### src/rtl/word_collector_if.sv
// Byte-stream input, word valid/ready output and status bundle for word_collector.
// master = producer/consumer environment, slave = word_collector; WC_DROP_COUNT_EN adds drop_count.
interface word_collector_if #(
    parameter int AW = 2
) ();
    logic [31:0] word_in;
    logic        byte_strobe;
    logic        resync;
    logic [31:0] out_data;
    logic        out_valid;
    logic        out_ready;
    logic [AW:0] fill_level;
    logic        overflow;
`ifdef WC_DROP_COUNT_EN
    logic [15:0] drop_count;

    modport master (
        output word_in, byte_strobe, resync, out_ready,
        input  out_data, out_valid, fill_level, overflow, drop_count
    );
    modport slave (
        input  word_in, byte_strobe, resync, out_ready,
        output out_data, out_valid, fill_level, overflow, drop_count
    );
`else
    modport master (
        output word_in, byte_strobe, resync, out_ready,
        input  out_data, out_valid, fill_level, overflow
    );
    modport slave (
        input  word_in, byte_strobe, resync, out_ready,
        output out_data, out_valid, fill_level, overflow
    );
`endif
endinterface

### src/rtl/word_collector.sv
// Captures every 4th strobed shift-register word into a show-ahead FIFO; 1-cycle latency to out_valid.
// Push into a full FIFO without a same-cycle pop drops the word (sticky overflow; WC_DROP_COUNT_EN adds drop_count).
module word_collector #(
    parameter int DEPTH = 4,
    parameter int AW    = 2
) (
    input  logic            clock,
    input  logic            clear,
    word_collector_if.slave bus
);
    localparam logic [AW:0] FULL_LVL = (AW+1)'(DEPTH);

    logic [1:0]    byte_cnt_q, byte_cnt_d;
    logic [31:0]   mem_q [DEPTH];
    logic [AW-1:0] wr_ptr_q, wr_ptr_d;
    logic [AW-1:0] rd_ptr_q, rd_ptr_d;
    logic [AW:0]   level_q, level_d;
    logic          overflow_q, overflow_d;

    logic word_done;
    logic pop;
    logic full;
    logic push_ok;
    logic drop;

    always_comb begin
        word_done = bus.byte_strobe && !bus.resync && (byte_cnt_q == 2'd3);
        pop       = (level_q != '0) && bus.out_ready;
        full      = (level_q == FULL_LVL);
        // A full FIFO still takes the word if the head leaves this same cycle.
        push_ok   = word_done && (!full || pop);
        drop      = word_done && full && !pop;

        byte_cnt_d = byte_cnt_q;
        if (bus.resync) begin
            byte_cnt_d = bus.byte_strobe ? 2'd1 : 2'd0;
        end else if (bus.byte_strobe) begin
            byte_cnt_d = byte_cnt_q + 2'd1;
        end

        wr_ptr_d = push_ok ? wr_ptr_q + AW'(1) : wr_ptr_q;
        rd_ptr_d = pop ? rd_ptr_q + AW'(1) : rd_ptr_q;

        case ({push_ok, pop})
            2'b10:   level_d = level_q + (AW+1)'(1);
            2'b01:   level_d = level_q - (AW+1)'(1);
            default: level_d = level_q;
        endcase

        overflow_d = overflow_q || drop;
    end

    always_ff @(posedge clock) begin
        if (clear) begin
            byte_cnt_q <= 2'd0;
            wr_ptr_q   <= '0;
            rd_ptr_q   <= '0;
            level_q    <= '0;
            overflow_q <= 1'b0;
        end else begin
            byte_cnt_q <= byte_cnt_d;
            wr_ptr_q   <= wr_ptr_d;
            rd_ptr_q   <= rd_ptr_d;
            level_q    <= level_d;
            overflow_q <= overflow_d;
        end
    end

    // Storage needs no reset: entries are only visible while level_q covers them.
    always_ff @(posedge clock) begin
        if (!clear && push_ok) begin
            mem_q[wr_ptr_q] <= bus.word_in;
        end
    end

    assign bus.out_valid  = (level_q != '0);
    assign bus.out_data   = bus.out_valid ? mem_q[rd_ptr_q] : 32'd0;
    assign bus.fill_level = level_q;
    assign bus.overflow   = overflow_q;

`ifdef WC_DROP_COUNT_EN
    logic [15:0] drop_cnt_q, drop_cnt_d;

    always_comb begin
        drop_cnt_d = drop_cnt_q;
        if (drop && (drop_cnt_q != 16'hFFFF)) begin
            drop_cnt_d = drop_cnt_q + 16'd1;
        end
    end

    always_ff @(posedge clock) begin
        if (clear) begin
            drop_cnt_q <= 16'd0;
        end else begin
            drop_cnt_q <= drop_cnt_d;
        end
    end

    assign bus.drop_count = drop_cnt_q;
`endif
endmodule

### src/flat_wrapper.sv
// flat-port wrapper written by rule: the top's interface ports become plain ports
module word_collector_flat 
#(
    parameter int DEPTH = 4,
    parameter int AW    = 2
)
  (clock, clear, bus_word_in, bus_byte_strobe, bus_resync, bus_out_ready, bus_out_data, bus_out_valid, bus_fill_level, bus_overflow);
  word_collector_if #(.AW(AW)) bus_i ();
  input  logic clock;
  input  logic clear;
  input wire logic [$bits(bus_i.word_in)-1:0] bus_word_in;
  input wire logic [$bits(bus_i.byte_strobe)-1:0] bus_byte_strobe;
  input wire logic [$bits(bus_i.resync)-1:0] bus_resync;
  input wire logic [$bits(bus_i.out_ready)-1:0] bus_out_ready;
  output wire logic [$bits(bus_i.out_data)-1:0] bus_out_data;
  output wire logic [$bits(bus_i.out_valid)-1:0] bus_out_valid;
  output wire logic [$bits(bus_i.fill_level)-1:0] bus_fill_level;
  output wire logic [$bits(bus_i.overflow)-1:0] bus_overflow;
  assign bus_i.word_in = bus_word_in;
  assign bus_i.byte_strobe = bus_byte_strobe;
  assign bus_i.resync = bus_resync;
  assign bus_i.out_ready = bus_out_ready;
  assign bus_out_data = bus_i.out_data;
  assign bus_out_valid = bus_i.out_valid;
  assign bus_fill_level = bus_i.fill_level;
  assign bus_overflow = bus_i.overflow;
  word_collector #(.DEPTH(DEPTH), .AW(AW)) u_core (.clock(clock), .clear(clear), .bus(bus_i));
endmodule
### config.mk
export PLATFORM = sky130hd
export DESIGN_NAME = word_collector_flat
export DESIGN_NICKNAME = d
export VERILOG_FILES = /design/src/rtl/word_collector_if.sv /design/src/rtl/word_collector.sv /design/src/flat_wrapper.sv
export SDC_FILE = /design/constraint.sdc
export NUM_CORES = 1
export LEC_CHECK = 0
export CAP_MARGIN = 10
export CORE_MARGIN = 2
export CORE_UTILIZATION = 45
export DETAILED_ROUTE_END_ITERATION = 16
export PLACE_DENSITY = 0.65
export SYNTH_ARGS = -nofsm -noshare
export SYNTH_HDL_FRONTEND = slang
export SYNTH_SLANG_ARGS = --single-unit
### constraint.sdc
create_clock -name clock -period 4.9 [get_ports clock]
set_input_delay 0.98 -clock clock [delete_from_list [all_inputs] [get_ports clock]]
set_output_delay 0.98 -clock clock [all_outputs]
set_load 0.01 [all_outputs]
======== After elaboration in Yosys (flattened, before gate mapping) ========
Memories as Yosys holds them, arrays and structs flattened. A register that Yosys moved wholly into a read port is not among the register bits.
Cells that the tools add are included.
word-level totals
  bits in registers ....................... 10
  memories ................................ 1
  memory bits (writable) .................. 128
  output and inout port bits .............. 37
  bits of input ports ..................... 37
memories
  name          words  width  read ports  clocked after Yosys merged registers in  write ports  line                  RTL
  u_core.mem_q  4      32     1           1                                        1            word_collector.sv:14  logic [31:0] mem_q [DEPTH];
cells by class
  add/sub/neg operators ................... 5
  mux-type cells .......................... 9
  eq/ne operators ......................... 4
  reduce and logical (&&, ||, !) cells .... 16
operators by type and width
  operator               number
  $mux W32               1
  $mux W2                4
  $logic_and A1 B1 Y1    7
  $add A2 B1 Y2 const B  3
  $pmux W3 S2            1
  $eq A2 B2 Y1 const B   2
  $logic_not A1 Y1       4
  $reduce_bool A2 Y1     2
  $add A3 B1 Y3 const B  1
  $eq A3 B3 Y1 const B   1
  $mux W1                3
  $reduce_bool A3 Y1     1
  $sub A3 B1 Y3 const B  1
  $eq A2 B1 Y1 const B   1
  $logic_or A1 B1 Y1     2

======== Logic depth before layout (Yosys ltp) ========
Gate-level depths: netlist of run 1.
  word-level depth ........................ 7
  mapped depth ............................ 10
  mapped depth without buffers ............ 10

======== Worst setup path after synthesis of run 1 ========
OpenSTA, ideal clock, no wires.
  path type ............................... input-to-reg
  from .................................... input port bus_out_ready
  to ...................................... register u_core.level_q[2] (netlist: u_core.bus.fill_level[2])
  path buffers ............................ 0
  arrival ................................. 2.553 ns
  cell stages on the path ................. 9
  slack ................................... 2.277 ns
  path through ............................ nor4b_4 -> nor2_1 -> inv_1 -> ha_1 -> inv_1 -> fa_1 -> xor2_1 -> or3_1 -> a21oi_1
on the way
  word-level cells in the longest chain between the ends .. 5
  elaborated cells on any way between the ends .. 7
  classes of those cells .................. eq/ne (2); mux (1); reduce/logical (4)
RTL lines
  what                                               line                  RTL
  from (decl)                                        flat_wrapper.sv:14    input wire logic [$bits(bus_i.out_ready)-1:0] bus_out_ready;
  $logic_and A1 B1 Y1 (*)                            word_collector.sv:28  pop = (level_q != '0) && bus.out_ready;
  $logic_or A1 B1 Y1                                 word_collector.sv:31  push_ok = word_done && (!full || pop);
  $logic_and A1 B1 Y1                                word_collector.sv:31
  $eq A2 B1 Y1 or $eq A2 B2 Y1 (tied branches)       word_collector.sv:44  case ({push_ok, pop})
  $pmux W3 S2 or $reduce_bool A2 Y1 (tied branches)  n/a
  to (signal assigned)                               word_collector.sv:64  level_q <= level_d;
  to (decl)                                          word_collector.sv:17  logic [AW:0] level_q, level_d;
Mark *: on every way between the ends. The rest lies on a longest branch, timed or not.
A chain may end at the register's enable or synchronous reset.

======== Worst setup path after layout of run 1 ========
  from .................................... register u_core.level_q[0] (netlist: u_core.bus.fill_level[0])
  to ...................................... output port bus_out_data[8]
on the way
  word-level cells in the longest chain between the ends .. 2
RTL lines
  what                line                  RTL
  $reduce_bool A3 Y1  word_collector.sv:76  assign bus.out_valid = (level_q != '0);
  $mux W32            word_collector.sv:77  assign bus.out_data = bus.out_valid ? mem_q[rd_ptr_q] : 32'd0;
  to (decl)           flat_wrapper.sv:15    output wire logic [$bits(bus_i.out_data)-1:0] bus_out_data;
Every way passes these cells.

==> results of run 1 <==
[Yosys cell counts]
master / count / share of area
nand2b_1: 2 / 0.0022
buf_6: 1 / 0.0020
a41oi_1: 1 / 0.0016
o31ai_1: 1 / 0.0013
mux2i_1: 2 / 0.0036
o21ai_0: 2 / 0.0018
or3_1: 2 / 0.0022
nor2b_1: 26 / 0.029
nand2_1: 1 / 0.00067
xor2_1: 3 / 0.0047
buf_12: 3 / 0.011
inv_1: 9 / 0.0061
and2_1: 4 / 0.0045
buf_2: 6 / 0.0054
clkbuf_1: 1 / 0.00067
a21oi_1: 3 / 0.0027
nor3_4: 1 / 0.0029
nor3_1: 2 / 0.0018
edfxtp_1: 128 / 0.69
nand3b_1: 1 / 0.0013
nor2_1: 10 / 0.0067
mux4_1: 2 / 0.0094
mux2_4: 1 / 0.0027
nor2b_4: 7 / 0.017
fa_1: 1 / 0.0036
dfxtp_1: 12 / 0.043
nor4b_4: 1 / 0.0043
ha_1: 6 / 0.013
xnor2_1: 1 / 0.0016
mux4_2: 30 / 0.12
[cells by family after synthesis]
logic type / Yosys count / synth area share
AO/OA/AOI/OAI: 7 / 0.00742
XOR/XNOR: 4 / 0.00630
adder cells (fa/ha/maj): 7 / 0.0171
buffers and inverters: 20 / 0.0250
flip-flops: 140 / 0.734
multiplexers: 35 / 0.137
AND/OR/NAND/NOR: 57 / 0.0733
[registers in the layout, summed over array words and instances, names as in the netlist, named ones only]
name / flops
u_core.mem_q: 128
u_core.rd_ptr_q: 2
u_core.bus.overflow: 1
u_core.wr_ptr_q: 2
u_core.bus.fill_level: 3
u_core.byte_cnt_q: 2
[per-stage QoR]
stage	power (mW)	hold slack, ps	utilization	std cells
after detailed placement	1.38	474	0.533	503
after global placement	1.38	464	0.533	503
after global routing	2.71	553	0.583	535
after CTS	2.65	493	0.583	535
final	2.63	485	0.583	535
after floorplan	1.34	459	-	270
[cell type report]
class | count | area [um^2] | share of cell area
clock buffers | 17 | 425 | 0.0605
clock inverters | 15 | 174 | 0.0247
inverters | 9 | 33.8 | 0.00481
multi-input cells | 110 | 1350 | 0.192
flip-flops and latches | 140 | 4090 | 0.581
well taps | 168 | 210 | 0.0299
repair buffers | 76 | 753 | 0.107
[metal layers]
| layer | vias up | track usage | wire length (um) |
|---|---|---|---|
| met1 | 1343 | 0.189 | 3990 |
| met3 | 14 | 0.0564 | 549 |
| met2 | 76 | 0.247 | 4660 |
| li1 | 1229 | - | - |
| met4 | 2 | 0.0602 | 125 |
| met5 | - | 0 | 12 |
[worst max-delay path, cell delays in order (launching register included)]
cell	delay [ps]
dfxtp_1	400
nor3_4	660
buf_4	460
nor2b_1	90
clkdlybuf4s50_1	520
[worst paths after layout]
| check | endpoint | start | slack (ps) | cells past startpoint |
|---|---|---|---|---|
| worst max register to register | u_core.bus.fill_level[2]$_SDFFE_PP0P_ | u_core.bus.fill_level[2]$_SDFFE_PP0P_ | 2610 | 9 |
| worst min register to register | u_core.bus.overflow$_SDFF_PP0_ | u_core.bus.overflow$_SDFF_PP0_ | 480 | 2 |
| worst max-delay path | bus_out_data[8] | u_core.bus.fill_level[0]$_SDFFE_PP0P_ | 1370 | 4 |
| worst min-delay path | u_core.bus.overflow$_SDFF_PP0_ | u_core.bus.overflow$_SDFF_PP0_ | 480 | 2 |
[power by group through the flow]
| stage | clock network, mW | registers (mW) | logic (mW) |
|---|---|---|---|
| after floorplan | 0 | 1.33 | 0.0103 |
| after global placement | 0 | 1.33 | 0.0536 |
| after detailed placement | 0 | 1.33 | 0.0555 |
| after CTS | 1.29 | 1.30 | 0.0557 |
| after global routing | 1.34 | 1.30 | 0.0599 |
| final | 1.27 | 1.30 | 0.0550 |
==> flow_summary.toml, run 1 <==
[yosys]
syn-instance-count = 270
ys_ff_latch = 140
ys_seq_area_frac = 0.734
synth_area_per_cell_um2 = 20.6
synth_nets = 314
ys.warnings.count = 0
synthDistinctLibCells = 30
syn_area_um2 = 5570

[pwr]
p_sw_frac = 0.189
p_seq_frac = 0.496
p_leak_nw = 2.22
power_frac_clock = 0.483
combPwrFrac = 0.021
peakVddDrop_v = 0.000201
power_per_cell_area_nw_per_um2 = 374
p_int_mw = 2.13
power_switching_mw = 0.496

[timing]
fmax_mhz = 283
rsz0062_at_grt = "false"
fin_worst_skew_ps = 7.15
min_period_ps = 3530
finalSetupViolCount = 0
report.final.slew_viol_count = 0
timing.final.crit_share = 0.721
worst_pin_slew_ps = 901
finalHoldViolCount = 0
maxSlewHeadroom = 0.400
layout_setup_ws_ps = 1370
setup_tns_ps = 0

[setup_path]
critPathMaxFanout = 25
worstSetupEndpointType = "output pin"
crit_path_start_kind = "register"
path_class = "reg2out"
worstPathArrival_ps = 2550
critPathRequiredTime_ps = 3920

[floorplanning]
die_x_um = 115
die_y_um = 115
num_rows = 40
coreArea_um2 = 12100
io_pins = 74
start_util = 0.461
die_area_um2 = 13300

[grt]
grtUsageTotal = 0.153
antenna_found_initial = 1
grt_overflow = 0
grt_max_degree = 33
grt_pass1_vias = 2806
grt_pass1_wl_um = 14500

[outcome]
status = "finished, final reports clean"

[placement]
dp_slack_ps = 1610
place_area_um2 = 6430
dp.final_hpwl_um = 5600
gp_congestion = 0.682
place.port_buffers = 73

[finish]
final_nets = 398
fin_area_um2 = 7030
fill_cells = 895
final_cell_mix = "128 x edfxtp_1, 73 x clkdlybuf4s50_1, 30 x mux4_2, 26 x nor2b_1, 17 x clkbuf_16"
num_antenna_cells = 0
area_delta_synth_final_pct = 26.3
layout_commonest_cell = "edfxtp_1"
layout-drive-gt1-share = 0.215

[route]
vias_per_cell = 4.98
ant_nets = 0
dr.pass1.iters = 4
num_vias = 2664
dr.first_iter.drc_count = 174
wire_per_inst_um = 17.5
drc = 0
drt_wl_total_um = 9340

[clock_network]
cts.htree.levels = 4
clockBufferDepth = 2
hold_buffers = 0
cts_inserted_buffers = 17
cts_resized = 0
cts_tree = "built"
insertion_delay_ps = 410
clock_sinks = 140
path_clk_slew_ps = 60
cts-root-buf = "clkbuf_16"
postCtsSetupBuffers = 0

[run]
cap_violations = 0

[min_path]
hold_path.class = "reg2reg"
Power figures use the tool's default switching activity.
==> run 2: changes to the inputs <==
==> constraint.sdc (replaced) <==
create_clock -name clock -period 3.55 [get_ports clock]
set_input_delay 0.71 -clock clock [delete_from_list [all_inputs] [get_ports clock]]
set_output_delay 0.71 -clock clock [all_outputs]
set_load 0.01 [all_outputs]
==> run 2 against run 1 <==
  * Die area is the same
  * Global-route usage grew 0.53 points
  * Worst hold slack lost 7.8 ps
  * Critical path type unchanged
  * Largest power group is now clock
  * Final cell count grew 1.3%
==> flow_summary.toml, run 2 (synthesis gave the netlist of run 1 again) <==
[setup_path]
path_class = "reg2out"
critPathTopFamily = "buffers and inverters"
path_cells = "buf_4, mux4_1, nor2b_1, clkdlybuf4s50_1"
crit_path_start_kind = "register"
r2r_cells = 9
rrSetupSlack_ps = 1270
cp_slowest_cell = "mux4_1"
worstSetupEndpointType = "output pin"
worstPathArrival_ps = 2320
cpPeakStageDelay_ps = 580
critPathRequiredTime_ps = 2840
rr_endpoint = "u_core.bus.fill_level[2]$_SDFFE_PP0P_"
worst-path-buf-inv = 2
r2r-start = "u_core.bus.fill_level[0]$_SDFFE_PP0P_"
critPathMaxFanout = 18

[route]
vias_per_cell = 4.99
drc = 0
num_vias = 2703
dr.first_iter.drc_count = 135
ant_nets = 0
dr.pass1.iters = 4
wire_per_inst_um = 17.6
drt_wl_total_um = 9570

[timing]
timing.final.crit_share = 0.854
fmax_mhz = 330
report.final.slew_viol_count = 0
min_period_ps = 3030
layout_setup_ws_ps = 518
rsz0062_at_grt = "false"
setup_tns_ps = 0
finalHoldViolCount = 0
maxSlewHeadroom = 0.632
finalSetupViolCount = 0
whs_ps = 477
worst_pin_slew_ps = 553
fin_worst_skew_ps = 6.04

[clock_network]
clockBufferDepth = 2
postCtsSetupBuffers = 0
cts-root-buf = "clkbuf_16"
cts_tree = "built"
path_clk_slew_ps = 60
clock_sinks = 140
cts.htree.levels = 4
cts_inserted_buffers = 17
hold_buffers = 0
cts_resized = 0
insertion_delay_ps = 410

[pwr]
combPwrFrac = 0.020
p_sw_frac = 0.180
power_frac_clock = 0.503
p_leak_nw = 2.29
p_total_mw = 3.77
power_per_cell_area_nw_per_um2 = 526
p_int_mw = 3.09
power_switching_mw = 0.681
peakVddDrop_v = 0.000336
p_seq_frac = 0.477

[placement]
dp_slack_ps = 543
gp_congestion = 0.689
dp.final_hpwl_um = 5880
place.port_buffers = 73

[floorplanning]
io_pins = 74
start_util = 0.461
num_rows = 40
die_y_um = 115
die_area_um2 = 13300
coreArea_um2 = 12100
die_x_um = 115

[min_path]
min_from = "u_core.bus.overflow$_SDFF_PP0_"
hold_path_end = "u_core.bus.overflow$_SDFF_PP0_"
hold_path.class = "reg2reg"
hold_depth = 2

[finish]
num_antenna_cells = 0
area_delta_synth_final_pct = 29.0
final_nets = 405
top_register = "u_core.mem_q"
layout_commonest_cell = "edfxtp_1"
fill_cells = 900
largest_register_ffs = 128
layout-drive-gt1-share = 0.233
final_cell_mix = "128 x edfxtp_1, 73 x clkdlybuf4s50_1, 30 x mux4_2, 26 x nor2b_1, 17 x clkbuf_16"

[grt]
antenna_found_initial = 0
grtUsageTotal = 0.158
grt_overflow = 0
grt_pass1_wl_um = 14900
grt_max_degree = 36
grt_pass1_vias = 2835

[run]
cap_violations = 0

[outcome]
status = "finished, final reports clean"
[run 2: cell types whose count changed in the layout (fill, tap and decap cells not counted)]
cell,change
inv_6,+1
clkinv_1,-2
buf_4,+3
clkinv_4,-2
bufinv_16,+2
clkbuf_1,+1
buf_12,+4
[run 2: per-stage QoR]
stage,util,std cells,cell area (um^2)
after global placement,0.542,510,6530
final,0.595,542,7180
after global routing,0.595,542,7180
after detailed placement,0.542,510,6530
after floorplan,-,270,5570
after CTS,0.595,542,7180
[run 2: worst max path at each step]
stage | depth (start not counted) | to | from | slack [ps]
after floorplan | 9 | u_core.bus.fill_level[2]$_SDFFE_PP0P_ | bus_out_ready | 1200
after global placement | 10 | u_core.bus.fill_level[2]$_SDFFE_PP0P_ | bus_out_ready | 620
after detailed placement | 10 | u_core.bus.fill_level[2]$_SDFFE_PP0P_ | bus_out_ready | 540
after CTS | 4 | bus_out_data[31] | register | 450
after global routing | 4 | bus_out_data[31] | register | 390
final | 4 | bus_out_data[31] | register | 520
[run 2: layer usage]
layer	wire length (um)	track usage
met1	4060	0.193
met2	4870	0.256
met3	487	0.0522
met5	0	0
met4	145	0.0747
[run 2: worst min-delay path, cell delays in order, from the launching register on]
cell and delay [ps]:
dfxtp_1 320, a41oi_1 50, nor2_1 70
[run 2: cell type report]
cell class / instances / area, um^2 / area share
inverter: 9 / 33.8 / 0.00470
sequential: 140 / 4090 / 0.569
multi-input combinational: 110 / 1350 / 0.188
clock inverter: 14 / 218 / 0.0303
tap: 168 / 210 / 0.0293
clock buffer: 18 / 429 / 0.0598
timing repair buffer: 83 / 856 / 0.119
[run 2: power groups by stage]
stage                     clock network (mW)  registers (mW)  logic, mW
final                                   1.90            1.80     0.0758
after global routing                    2.01            1.80     0.0825
after CTS                               1.94            1.80     0.0770
after global placement                     0            1.83     0.0743
after floorplan                            0            1.84     0.0142
after detailed placement                   0            1.83     0.0765
==> run 3: changes to the inputs <==
--- a/config.mk
+++ b/config.mk
@@ -6,7 +6,6 @@
 export NUM_CORES = 1
 export LEC_CHECK = 0
 export CAP_MARGIN = 10
-export CORE_MARGIN = 2
 export CORE_UTILIZATION = 45
 export DETAILED_ROUTE_END_ITERATION = 16
 export PLACE_DENSITY = 0.65
==> run 3 against run 2 <==
  * Sequential power barely moved
  * Clock power fell by 18%
  * Worst hold slack improved by 2.2 ps
==> flow_summary.toml, run 3 (synthesis gave the netlist of run 1 again) <==
[route]
wire_per_inst_um = 18.0
drc = 0
dr.first_iter.drc_count = 107
ant_nets = 0
vias_per_cell = 5.19
drt_wl_total_um = 9440
num_vias = 2713
dr.pass1.iters = 4

[timing]
finalSetupViolCount = 0
finalHoldViolCount = 0
min_period_ps = 3150
report.final.slew_viol_count = 0
fin_worst_skew_ps = 6.78
setup_tns_ps = 0
rsz0062_at_grt = "false"
fmax_mhz = 317
maxSlewHeadroom = 0.651
timing.final.crit_share = 0.888
worst_pin_slew_ps = 523

[finish]
layout-drive-gt1-share = 0.215
largest_register_ffs = 128
num_antenna_cells = 0
area_delta_synth_final_pct = 26.4
final_cell_mix = "128 x edfxtp_1, 73 x clkdlybuf4s50_1, 30 x mux4_2, 26 x nor2b_1, 17 x clkbuf_16"
final_cell_count_no_fill = 523
regArea_um2 = 4090
multi_input_area_um2 = 1350
top_register = "u_core.mem_q"
layout_commonest_cell = "edfxtp_1"
final_nets = 407
fill_cells = 927

[clock_network]
clockBufferDepth = 2
clock_sinks = 140
hold_buffers = 0
cts_tree = "built"
cts_inserted_buffers = 17
cts-root-buf = "clkbuf_16"
path_clk_slew_ps = 50
cts.htree.levels = 4
postCtsSetupBuffers = 0
insertion_delay_ps = 410
cts_resized = 0

[min_path]
hold_path.class = "reg2reg"

[grt]
grt_pass1_vias = 2814
grtUsageTotal = 0.167
use_met1 = 0.203
antenna_found_initial = 0
grt_max_degree = 22
busiest_layer = "met2"
use_met3 = 0.0648
grt_pass1_wl_um = 15100
met2_usage = 0.264
grt_overflow = 0

[setup_path]
crit_path_start_kind = "register"
path_class = "reg2out"
path_cells = "buf_4, mux4_2, nor2b_1, clkdlybuf4s50_1"
r2r_cells = 9
critPathTopFamily = "buffers and inverters"
critical_path_depth = 4
cpPeakStageDelay_ps = 550
rr_endpoint = "u_core.bus.fill_level[2]$_SDFFE_PP0P_"
crit_path_end = "bus_out_data[11]"
worstPathArrival_ps = 2440
rrSetupSlack_ps = 1280
worst-path-buf-inv = 2
r2r-start = "u_core.bus.fill_level[2]$_SDFFE_PP0P_"
critPathMaxFanout = 11
cp_slowest_cell = "dfxtp_2"
worstSetupEndpointType = "output pin"
critPathRequiredTime_ps = 2840

[floorplanning]
start_util = 0.463
die_x_um = 113
io_pins = 74
die_y_um = 113
coreArea_um2 = 12000
num_rows = 40
die_area_um2 = 12800

[pwr]
power_per_cell_area_nw_per_um2 = 487
p_leak_nw = 2.25
peakVddDrop_v = 0.000301

[placement]
place.port_buffers = 73
gp_congestion = 0.666
dp.final_hpwl_um = 5790
placed_cells = 491

[run]
cap_violations = 0

[outcome]
status = "finished, final reports clean"
==> run 3: layout make-up <==
| cell class | instances | share of cell area |
|---|---|---|
| inverter | 9 | 0.00480 |
| clock buffer | 30 | 0.0731 |
| sequential | 140 | 0.581 |
| tap | 147 | 0.0261 |
| multi-input combinational | 110 | 0.192 |
| clock inverter | 2 | 0.00142 |
| timing repair buffer | 85 | 0.122 |
==> run 3: per-stage QoR <==
stage               area, um^2  power, mW  worst slack, ps  hold slack (ps)   util
floorplan                 5570       1.85             1200              459      -
global placement          6510       1.91              644              466  0.542
detailed placement        6510       1.91              576              466  0.542
CTS                       7030       3.47              320              483  0.586
global route              7030       3.55              234              528  0.586
finish                    7030       3.43              397              479  0.586
==> run 3: worst min path at each step <==
stage	start	endpoint	slack, ps	cells after the start
detailed placement	u_core.bus.overflow$_SDFF_PP0_	u_core.bus.overflow$_SDFF_PP0_	470	2
global placement	u_core.rd_ptr_q[1]$_SDFFE_PP0P_	register	470	2
finish	u_core.bus.overflow$_SDFF_PP0_	u_core.bus.overflow$_SDFF_PP0_	480	2
CTS	u_core.bus.overflow$_SDFF_PP0_	u_core.bus.overflow$_SDFF_PP0_	480	2
global route	u_core.rd_ptr_q[1]$_SDFFE_PP0P_	register	530	2
floorplan	u_core.rd_ptr_q[1]$_SDFFE_PP0P_	register	460	2
==> run 3: power by group <==
group | internal [mW] | leakage, nW | switching (mW) | total, mW
Sequential | 1.80 | 1.25 | 0.00135 | 1.80
Combinational | 0.0459 | 0.747 | 0.0308 | 0.0767
Clock | 0.964 | 0.257 | 0.585 | 1.55
==> run 3: layer usage <==
layer,vias up,share of wire
met3,15,0.055
met1,1377,0.44
met4,0,0.020
li1,1244,-
met5,-,0
met2,77,0.49
==> run 3: worst register-to-register path, cell delays in order, from the launching register on <==
cell and delay (ps):
dfxtp_1 470, nor4b_4 300, nor2_1 150, inv_1 80
ha_1 180, inv_1 60, fa_1 370, xor2_1 160
or3_1 300, a21oi_1 130
